File: config.mk
export PLATFORM = sky130hd
export DESIGN_NAME = bcd_to_bin_seq
export DESIGN_NICKNAME = d
export VERILOG_FILES = /design/src/rtl/bcd_to_bin_seq.sv
export SDC_FILE = /design/constraint.sdc
export NUM_CORES = 1
export LEC_CHECK = 0
export BUFFER_PORTS_ARGS = -buffer_cell sky130_fd_sc_hd__buf_4
export CORE_AREA = 3 3 126 128
export CTS_BUF_LIST = sky130_fd_sc_hd__clkbuf_8 sky130_fd_sc_hd__clkbuf_16
export CTS_CLUSTER_DIAMETER = 200
export DETAILED_ROUTE_END_ITERATION = 10
export DIE_AREA = 0 0 129 131
export SYNTH_ARGS = -nofsm -noshare
export SYNTH_HDL_FRONTEND = slang
export SYNTH_SLANG_ARGS = --single-unit
File: constraint.sdc
create_clock -name clk -period 3.4 [get_ports clk]
set_input_delay 0.34 -clock clk [delete_from_list [all_inputs] [get_ports clk]]
set_output_delay 0.34 -clock clk [all_outputs]
set_load 0.02 [all_outputs]
File: src/rtl/bcd_to_bin_seq.sv
// Packed-BCD to binary converter, one digit per clock, most significant digit first (acc = acc*10 + d).
// Result and done appear N edges after an accepted ld; ld is ignored while busy.
module bcd_to_bin_seq #(
  parameter int N   = 8,
  parameter int WID = 27
) (
  input  logic             clk,
  input  logic             rst,
  input  logic             ld,
  input  logic [N*4-1:0]   i,
  output logic [WID-1:0]   o,
  output logic             busy,
  output logic             done,
  output logic             err
);

  localparam int CW = (N > 1) ? $clog2(N) : 1;

  typedef enum logic [1:0] {IDLE, CONV, DONE} state_t;

  state_t           state, state_nxt;
  logic [WID-1:0]   acc, acc_nxt, o_nxt;
  logic [CW-1:0]    cnt, cnt_nxt;
  logic [N*4-1:0]   sr, sr_nxt;
  logic             err_nxt;
  logic [3:0]       d;
  logic [WID+3:0]   mac;

  assign d   = sr[N*4-1 -: 4];
  // Extra headroom bits keep the multiply-add exact before truncation to WID.
  assign mac = ({4'b0, acc} << 3) + ({4'b0, acc} << 1) + (WID+4)'(d);

  assign busy = (state == CONV);
  assign done = (state == DONE);

  always_ff @(posedge clk) begin
    if (rst) begin
      state <= IDLE;
      acc   <= '0;
      cnt   <= '0;
      sr    <= '0;
      o     <= '0;
      err   <= 1'b0;
    end else begin
      state <= state_nxt;
      acc   <= acc_nxt;
      cnt   <= cnt_nxt;
      sr    <= sr_nxt;
      o     <= o_nxt;
      err   <= err_nxt;
    end
  end

  always_comb begin
    state_nxt = state;
    acc_nxt   = acc;
    cnt_nxt   = cnt;
    sr_nxt    = sr;
    o_nxt     = o;
    err_nxt   = err;
    case (state)
      IDLE, DONE: begin
        if (ld) begin
          sr_nxt    = i;
          acc_nxt   = '0;
          cnt_nxt   = CW'(N-1);
          err_nxt   = 1'b0;
          state_nxt = CONV;
        end
      end
      CONV: begin
        acc_nxt = mac[WID-1:0];
        sr_nxt  = sr << 4;
        if (d > 4'd9) err_nxt = 1'b1;
        if (cnt != '0) begin
          cnt_nxt = cnt - 1'b1;
        end else begin
          o_nxt     = mac[WID-1:0];
          state_nxt = DONE;
        end
      end
      default: state_nxt = IDLE;
    endcase
  end

endmodule

# After elaboration in Yosys (flattened, before gate mapping)
# Index checks and enable logic that the tools add are counted.
# classes
n_mux	13
n_eq_ne	6
mul	0
shift	0
add_sub_neg	3
reduce_logical	9
magnitude_cmp	1
n_div	0
n_bitwise	1
# ops
op	count
case mux 32 bit (2 select lines)	1
case mux 26 bit (2 select lines)	1
two-way mux 32 bit	1
adder 27 bit	1
adder 27 x 4 -> 27 bit	1
two-way mux 26 bit	1
two-way mux 3 bit	2
case mux 3 bit (2 select lines)	1
AND reduction 2 bit	3
AND reduction 3 bit	2
> comparator 4 bit (second input constant)	1
two-way mux 2 bit	2
inequality test 2 x 1 -> 1 bit (second input constant)	2
inequality test 2 bit (second input constant)	2
case mux 2 bit (2 select lines)	1
nonzero test 3 bit	1
subtractor 3 x 1 -> 3 bit (second input constant)	1
== test 2 x 1 -> 1 bit (second input constant)	1
== test 2 bit (second input constant)	1
zero test 2 bit	1
two-way mux 1 bit	2
case mux 1 bit (2 select lines)	1
nonzero test 2 bit	1
OR reduction 2 bit	1
NOT 1 bit	1
# totals
memories	0
mem_bits_ro	0
mem_bits_rw	0
out_inout_bits	30
latch_bits	0
register_bits	91
wordCells	39

# Logic depth before layout (Yosys ltp)
# Gate-level depths: netlist of the first run.
# logic_depth
ltp_word	4
mapped_depth	11

# Worst setup path before layout of the first run
# OpenSTA, ideal clock, no wires.
# synth_path
path_type	flip-flop to flip-flop
from	register acc[0]
to	register o[19]
stages_incl_launch_ff	12
setup_slack_ps	786
t_required_ps	3278
synth_period_minus_slack_ps	2614
setup_time_ps	122
arrival_ps	2492
path_cell_list	dfxtp_1 > inv_1 > fa_1 > inv_1 > ha_1 > a21o_1 > nand3_1 > a32oi_1 > a21oi_2 > o21bai_2 > nor4b_4 > a311o_1
# synth_via
elab_chain_cells	2
# synth_lines
element	line	source
start, declared	22	logic [WID-1:0] acc, acc_nxt, o_nxt;
start signal, assigned	46	acc <= acc_nxt;
adder 27 bit	31	assign mac = ({4'b0, acc} << 3) + ({4'b0, acc} << 1) + (WID+4)'(d);
adder 27 x 4 -> 27 bit	31	
end signal, assigned	49	o <= o_nxt;
end, declared	11	output logic [WID-1:0] o,
# Every way passes these cells.
# A chain may end at the register's enable or synchronous reset.

# Worst setup path after layout of the first run
# layout_path
from	register acc[0]
to	register o[18]
# The elaborated chain is that of the path after synthesis.

==> results of run 1 <==
==> kinds of logic (layout without fill, tap and decap cells) <==
| kind of cell | Yosys count | in the layout | share of synthesized area (%) |
|---|---|---|---|
| buffers and inverters | 57 | 101 | 4.35 |
| AND/OR/NAND/NOR | 260 | 260 | 22.2 |
| AO/OA/AOI/OAI | 162 | 162 | 21.5 |
| flip-flops | 91 | 91 | 35.2 |
| multiplexers | 2 | 2 | 0.387 |
| adder cells (fa/ha/maj) | 52 | 52 | 12.9 |
| XOR/XNOR | 21 | 21 | 3.55 |
==> how the worst max path moves through the flow <==
| stage | cells past startpoint | to | slack [ns] |
|---|---|---|---|
| finish | 10 | o[18] | 0.56 |
| global route | 11 | o[19] | 0.38 |
| CTS | 11 | o[19] | 0.54 |
| detailed placement | 11 | o[19] | 0.55 |
| global placement | 11 | o[19] | 0.66 |
| floorplan | 11 | o[19] | 0.79 |
==> layout make-up <==
cell class / count / share of cell area, %
Multi-Input combinational cell: 497 / 51.5
Sequential cell: 91 / 29.9
Timing Repair Buffer: 70 / 8.63
Tap cell: 188 / 3.87
Clock buffer: 9 / 3.70
Clock inverter: 7 / 1.46
Inverter: 15 / 0.925
==> where the power goes <==
group / switching [mW] / total, mW / internal (mW)
Combinational: 0.186 / 0.291 / 0.105
Sequential: 0.0291 / 1.14 / 1.12
Clock: 0.484 / 1.07 / 0.591
==> metal layers <==
layer / global-route usage (%) / routed length [µm]
met5: 0 / 0
met1: 21.0 / 6290
met2: 27.1 / 6450
met3: 4.11 / 515
met4: 5.31 / 219
==> through the flow <==
| step | setup WS, ns | instance area, µm² | utilization (%) | std cells | power (mW) |
|---|---|---|---|---|---|
| after floorplan | 0.786 | 5180 | - | 645 | 1.36 |
| after global placement | 0.658 | 5770 | 38.5 | 861 | 1.45 |
| after detailed placement | 0.554 | 5770 | 38.5 | 861 | 1.46 |
| after CTS | 0.542 | 6090 | 40.6 | 877 | 2.55 |
| after global routing | 0.376 | 6090 | 40.6 | 877 | 2.62 |
| final | 0.557 | 6090 | 40.6 | 877 | 2.51 |
==> worst register-to-register path, delay by kind of cell, from the launching register on <==
family / cells / cell delay (ns)
xor+xnor: 1 / 0.17
fa+ha+maj: 2 / 1.02
flops: 1 / 0.36
simple gates: 1 / 0.19
buf+inv: 1 / 0.08
compound gates: 5 / 0.94
==> cells in the final DEF (no fill, tap or decap), types with 11 or more instances in the layout <==
cell type,n
a21o_1,13
a21oi_1,46
a311oi_1,28
buf_4,70
dfxtp_1,91
ha_1,50
inv_1,14
nand2_1,123
nand3_1,20
nor2_1,66
nor3_1,11
o21ai_0,23
xor2_1,12
==> sequential cells by signal, indices dropped and copies added, names as in the netlist <==
name / cells
acc: 26
cnt: 3
state: 2
err: 1
sr: 32
o: 27
==> impl_metrics.json, run 1 <==
{
  "drtAntennaViolNets": 0,
  "critPathMaxStageDelay_ns": 0.53,
  "synth_fp_nets": 732,
  "clock_latency_ns": 0.36,
  "timing.rr.end": "o[18]",
  "synth_area_leaders": "dfxtp_1 35%, ha_1 12%, nand2_1 8.9%, nor2_1 4.8%, a311oi_1 4.7%",
  "cts_htree_levels": 3,
  "place_hpwl_um": 9600,
  "worstSetupStartpointType": "flip-flop",
  "syn_inst": 645,
  "cts_tree": "yes",
  "worst_slew_pin_slew_ns": 1.07,
  "fillCellCount": 1547,
  "arrival_ns": 3.11,
  "finalSetupViolations": 0,
  "skew_ns": 0.0101,
  "crit_required_ns": 3.67,
  "clk_pin_slew_ns": 0.08,
  "rrSetupSlack_ns": 0.56,
  "die_h_um": 131,
  "synth_edf_count": 0,
  "routedWlPerCell_um": 15.4,
  "whs_path_depth": 3,
  "yosysUniqueCellTypes": 57,
  "vias": 4687,
  "seqCellArea_um2": 1820,
  "critPathMaxFanout": 4,
  "r2r_start": "acc[0]",
  "p_per_area_nw_per_um2": 413,
  "grt_use_total_pct": 16.4,
  "period_minus_slack_ns": 2.84,
  "holdCritStartpoint": "i[3]",
  "path_cells": "inv_1, fa_1, fa_1, nor2b_1, o31ai_2, a21o_1, o21ai_2, a21oi_1, xor2_1, a211oi_1",
  "maxSlewViolCount": 0,
  "synth_flop_cell": "dfxtp_1",
  "rr_worst_depth": 10,
  "via_per_inst": 5.34,
  "cp_top_family": "adder cells",
  "root_buffer": "clkbuf_16",
  "routed_wirelength_um": 13500,
  "initial_core_util_pct": 34.6,
  "timing.final.crit_share_pct": 83.6,
  "max_freq_ghz": 0.352,
  "finalHoldViolations": 0,
  "gp_congestion": 0.894,
  "grt_first_pass_wirelength_um": 22200,
  "antenna_found_initial": 0,
  "yosys_warnings": 0,
  "status": "finished clean",
  "clock-sinks": 91,
  "area_growth_pct": 17.5,
  "crit_type": "reg2reg",
  "hold_buffers": 0,
  "multi_input_area_um2": 3130,
  "synth_seq_area_share_pct": 35.2,
  "synth_largest_area_cell": "dfxtp_1",
  "num_rows": 45,
  "drc": 0,
  "slowest_stage": "fa_1",
  "synth.most_common_cell": "nand2_1",
  "ios": 65,
  "rsz0062_at_grt": "false",
  "final_nets": 771,
  "ys_seq_elements": 91,
  "final.setup.tns_ns": 0,
  "grt_pass1_vias": 4523,
  "whs_endpoint": "sr[3]",
  "slew_headroom_pct": 28.4,
  "core_area_um2": 15000,
  "overflow": 0,
  "timing.critical_path.buf_inv": 1,
  "dr.pass1.iters": 4,
  "hp-class": "in2reg",
  "io_buffers": 64,
  "diodes": 0,
  "initialDrtViolationCount": 267,
  "path_common_cell": "fa_1",
  "ctsLongestPathBuffers": 2,
  "avgSynthCellArea_um2": 8.03,
  "crit_start": "acc[0]",
  "numCtsBuffers": 9,
  "post_cts_buffers": 0,
  "end_kind": "flip-flop",
  "grt_max_degree": 75,
  "synth_area_um2": 5180,
  "ir_drop_mv": 0.302,
  "synthTopCellsByCount": "123 x nand2_1, 91 x dfxtp_1, 66 x nor2_1",
  "drive_gt1_share_pct": 14.5,
  "cts-resized-gates": 0,
  "async_reset_ff_share_pct": 0,
  "dieArea_um2": 16900,
  "power_leakage_nw": 2.66,
  "drv_cap": 0,
  "yosysTopAreaCellShare_pct": 35.2,
  "dieWidth_um": 129,
  "fin_worst_hold_slack_ns": 0.224
}
Note: power is estimated with default switching activity, not from simulation.
==> inputs of run 2 (changes only) <==
clock period = 2.6 ns   (was 3.4 ns; I/O delays follow)
==> impl_metrics.json, run 2 (same netlist as run 1, synthesis figures left out) <==
{
  "status": "finished, violations left",
  "violations": "setup timing",
  "clock_latency_ns": 0.35,
  "skew_ns": 0.0131,
  "critPathMaxStageDelay_ns": 0.57,
  "drv_cap": 0,
  "area_growth_pct": 26.7,
  "grt_pass1_vias": 4830,
  "placed_area_um2": 5970,
  "drive_gt1_share_pct": 23.1,
  "numCtsBuffers": 9,
  "ctsLongestPathBuffers": 2,
  "crit_type": "reg2reg",
  "dp_cells": 887,
  "fin_worst_hold_slack_ns": 0.160,
  "finalHoldViolations": 0,
  "end_kind": "flip-flop",
  "period_minus_slack_ns": 2.62,
  "fin_area_um2": 6560,
  "path_cells": "inv_2, fa_1, fa_2, nor2b_4, o31ai_4, a21oi_2, a31o_2, o31ai_4, xor2_1, a211oi_1",
  "antenna_found_initial": 0,
  "worst_slew_pin_slew_ns": 1.11,
  "core_area_um2": 15000,
  "vias": 4839,
  "dieArea_um2": 16900,
  "drtAntennaViolNets": 0,
  "clk_pin_slew_ns": 0.07,
  "maxSlewViolCount": 0,
  "path_common_cell": "o31ai_4",
  "rsz0062_at_grt": "true",
  "routedWlPerCell_um": 15.7,
  "clock-sinks": 91,
  "final.setup.tns_ns": -0.0374,
  "io_buffers": 64,
  "p_clk_share_pct": 39.4,
  "overflow": 0,
  "largest_reg_flops": 32,
  "cts_htree_levels": 3,
  "power_leakage_nw": 2.81,
  "timing.final.crit_share_pct": 101,
  "final_cell_mix": "123 x nand2_1, 100 x buf_4, 87 x dfxtp_1",
  "arrival_ns": 2.84,
  "total_power_mw": 3.14,
  "worstSetupStartpointType": "flip-flop",
  "slowest_stage": "fa_1",
  "max_freq_ghz": 0.381,
  "final_common_cell": "nand2_1",
  "postLayoutSetupSlackWorst_ns": -0.0229,
  "post-route-util_pct": 43.8,
  "cts_tree": "yes",
  "via_per_inst": 5.34,
  "diodes": 0,
  "dieWidth_um": 129,
  "dr.pass1.iters": 5,
  "reg_top3": "sr: 32 flops, o: 27 flops, acc: 26 flops",
  "grt_first_pass_wirelength_um": 23400,
  "grt_use_total_pct": 17.2,
  "critPathMaxFanout": 4,
  "crit_required_ns": 2.82,
  "initial_core_util_pct": 34.6,
  "p_sw_share_pct": 27.3,
  "drc": 0,
  "power_frac_comb_pct": 12.9,
  "top_register": "sr",
  "dp_slack_ns": -0.216,
  "die_h_um": 131,
  "ios": 65,
  "seq_power_share_pct": 47.7,
  "place_hpwl_um": 10200,
  "switchingPower_mw": 0.857,
  "finalSetupViolations": 3,
  "p_per_area_nw_per_um2": 479,
  "gp_congestion": 0.886,
  "grt_max_degree": 56,
  "initialDrtViolationCount": 214,
  "final_nets": 801,
  "num_rows": 45,
  "hp-class": "in2reg",
  "final_cell_count_no_fill": 906,
  "routed_wirelength_um": 14200,
  "ir_drop_mv": 0.326,
  "p_int_mw": 2.29,
  "slew_headroom_pct": 25.4,
  "root_buffer": "clkbuf_16"
}
==> run 2: final timing paths <==
check,startpoint,to,slack (ns),cells past startpoint
hold reg to reg,o[15],o[15],0.46,2
setup / recovery,acc[0],o[14],-0.02,10
hold / removal,i[1],sr[1],0.16,3
setup reg to reg,acc[0],o[14],-0.02,10
==> run 2: timing repair <==
item / CTS / global route
setup endpoints to repair: 27 / 31
hold buffers: 0 / 0
pin swaps: 8 / 28
buffers inserted: 1 / 3
gates resized for setup: 10 / 44
==> run 2: power by group through the flow <==
stage,combinational [mW],sequential (mW),clock [mW]
finish,0.406,1.50,1.24
global route,0.458,1.51,1.33
CTS,0.402,1.50,1.27
detailed placement,0.396,1.53,0
global placement,0.389,1.53,0
floorplan,0.247,1.53,0
==> run 2: metal layers <==
metal	GRT usage (%)	part of all wire (%)
met2	28.8	49
met5	0	0
met1	21.9	45
met4	4.45	1.4
met3	4.47	4.0
==> run 2: worst max-delay path, delay by kind of cell, from the launching register on <==
family | cells | cell delay [ns]
compound gates | 5 | 0.99
buf+inv | 1 | 0.04
simple gates | 1 | 0.06
fa+ha+maj | 2 | 0.82
flops | 1 | 0.34
xor+xnor | 1 | 0.22
==> run 2: final cells by class <==
class                   instances  area [µm²]
inverters                      15        56.3
fillers                      1484        8420
multi-input cells             497        3420
clock buffers                  10         239
repair buffers                100         751
flip-flops and latches         91        1830
clock inverters                 5        37.5
well taps                     188         235
==> inputs of run 3 (changes only) <==
ABC_AREA = 1   (was not set)
CORE_AREA = 3 3 123 125   (was 3 3 126 128)
DIE_AREA = 0 0 126 128   (was 0 0 129 131)
==> impl_metrics.json, run 3 <==
{
  "diodes": 0,
  "post-route-util_pct": 46.9,
  "routed_wirelength_um": 14700,
  "gp_congestion": 0.876,
  "finalHoldViolations": 0,
  "crit_required_ns": 2.82,
  "ys_seq_elements": 91,
  "dieArea_um2": 16100,
  "synth_seq_area_share_pct": 32.2,
  "clock-sinks": 91,
  "critPathMaxStageDelay_ns": 0.60,
  "total_power_mw": 3.53,
  "multi_input_area_um2": 3220,
  "top_register": "sr",
  "synth_area_leaders": "dfxtp_1 32%, nand2_1 16%, ha_1 11%, inv_1 7.8%, a21oi_1 7.4%",
  "arrival_ns": 2.58,
  "final_common_cell": "nand2_1",
  "num_rows": 43,
  "syn_inst": 848,
  "synth_fp_nets": 935,
  "synth.most_common_cell": "nand2_1",
  "synthTopCellsByCount": "240 x nand2_1, 117 x inv_1, 91 x dfxtp_1",
  "ios": 65,
  "fillCellCount": 1525,
  "root_buffer": "clkbuf_16",
  "async_reset_ff_share_pct": 0,
  "max_freq_ghz": 0.423,
  "reg_top3": "sr: 32 flops, o: 27 flops, acc: 26 flops",
  "slew_headroom_pct": 53.7,
  "timing.final.crit_share_pct": 90.9,
  "initialDrtViolationCount": 218,
  "grt_max_degree": 62,
  "yosys_warnings": 0,
  "ctsLongestPathBuffers": 2,
  "core_area_um2": 14000,
  "numCtsBuffers": 9,
  "antenna_found_initial": 0,
  "synth_largest_area_cell": "dfxtp_1",
  "initial_core_util_pct": 40.5,
  "critPathMaxFanout": 4,
  "place_hpwl_um": 11100,
  "final.setup.tns_ns": 0,
  "yosysTopAreaCellShare_pct": 32.2,
  "worstSetupStartpointType": "flip-flop",
  "crit_type": "reg2reg",
  "post_cts_buffers": 0,
  "avgSynthCellArea_um2": 6.68,
  "vias": 5186,
  "drv_cap": 0,
  "final_nets": 985,
  "final_cell_mix": "240 x nand2_1, 117 x inv_1, 90 x dfxtp_1",
  "finalSetupViolations": 0,
  "grt_first_pass_wirelength_um": 25100,
  "end_kind": "flip-flop",
  "clock_latency_ns": 0.36,
  "io_buffers": 64,
  "clk_pin_slew_ns": 0.07,
  "dr.pass1.iters": 4,
  "area_growth_pct": 15.9,
  "via_per_inst": 4.79,
  "cts_tree": "yes",
  "skew_ns": 0.00937,
  "ir_drop_mv": 0.345,
  "drive_gt1_share_pct": 12.6,
  "cts_htree_levels": 3,
  "yosysUniqueCellTypes": 34,
  "rsz0062_at_grt": "false",
  "slowest_stage": "fa_1",
  "drtAntennaViolNets": 0,
  "largest_reg_flops": 32,
  "p_per_area_nw_per_um2": 539,
  "synth_edf_count": 0,
  "dieWidth_um": 126,
  "worst_slew_pin_slew_ns": 0.695,
  "path_cells": "inv_1, fa_1, inv_1, ha_1, nand3_1, nand3_2, nand2_1, nand2_2, nand2_1, nand2_2, or2_1, nand3_1, a21oi_1",
  "drc": 0,
  "maxSlewViolCount": 0,
  "status": "finished clean",
  "synth_flop_cell": "dfxtp_1",
  "synth_area_um2": 5660,
  "grt_pass1_vias": 5158,
  "die_h_um": 128,
  "hp-class": "in2reg",
  "seqCellArea_um2": 1820,
  "grt_use_total_pct": 19.0,
  "power_leakage_nw": 3.40,
  "routedWlPerCell_um": 13.6,
  "overflow": 0,
  "period_minus_slack_ns": 2.36
}
-- run 3: cell types whose count changed after synthesis, moves of 9 or more --
cell	previous run	this run
a21o_1	13	1
a21oi_1	46	84
a311oi_1	28	0
buf_2	3	12
clkbuf_1	36	13
inv_1	14	117
nand2_1	123	240
nand3_1	20	38
o21ai_0	23	38
o22ai_1	1	25
-- run 3: per-layer routing --
metal | global-route usage, % | up-vias | part of all wire (%)
li1 | - | 2815 | -
met1 | 24.2 | 2282 | 48
met2 | 32.4 | 75 | 47
met3 | 3.79 | 14 | 3.7
met4 | 6.37 | 0 | 1.7
met5 | 0 | - | 0
-- run 3: logic make-up (layout without fill, tap and decap cells) --
group,count (synthesis),count (layout),synth area share (%)
and+or+nand+nor,383,383,28.2
AOI/OAI and AO/OA,158,158,15.1
buffers and inverters,154,209,11.2
DFF,91,91,32.2
adders and majority gates,52,52,11.8
xor gates and xnor gates,10,10,1.55
-- run 3: repair_timing --
item                                    CTS  global route
endpoints found under the setup margin    0             9
resized for setup                         0             3
hold buffers                              0             0
-- run 3: per-stage QoR --
stage	setup slack, ns	instances	cell area [µm²]	hold WS (ns)
floorplan	0.315	848	5660	0.421
global placement	0.198	1067	6250	0.440
detailed placement	0.133	1067	6250	0.445
CTS	0.127	1083	6550	0.151
global route	0.00598	1083	6560	0.165
finish	0.235	1083	6560	0.159
-- run 3: path summary, 6_finish.rpt --
kind          start  endpoint  slack [ns]  cells after the start
min            i[3]     sr[3]        0.16                      3
min reg2reg  cnt[0]    cnt[0]        0.45                      1
max          sr[31]   acc[17]        0.24                     13
max reg2reg  sr[31]   acc[17]        0.24                     13
-- run 3: critical path, delay by kind of cell, from the launching register on --
family	cells	cell delay, ns
simple gates	8	0.81
compound gates	1	0.06
fa+ha+maj	2	0.90
flops	1	0.33
buf+inv	2	0.13
-- run 3: report_power, final --
group | leakage (nW) | switching [mW] | internal [mW]
logic | 2.51 | 0.382 | 0.227
clock network | 0.142 | 0.603 | 0.752
registers | 0.744 | 0.0626 | 1.51
-- run 3: cell type report --
cell class                      instances  area share, %
Multi-Input combinational cell        603           49.0
Sequential cell                        91           27.8
Timing Repair Buffer                   72           8.24
Inverter                              121           6.92
Clock buffer                            9           3.43
Tap cell                              180           3.43
Clock inverter                          7           1.16
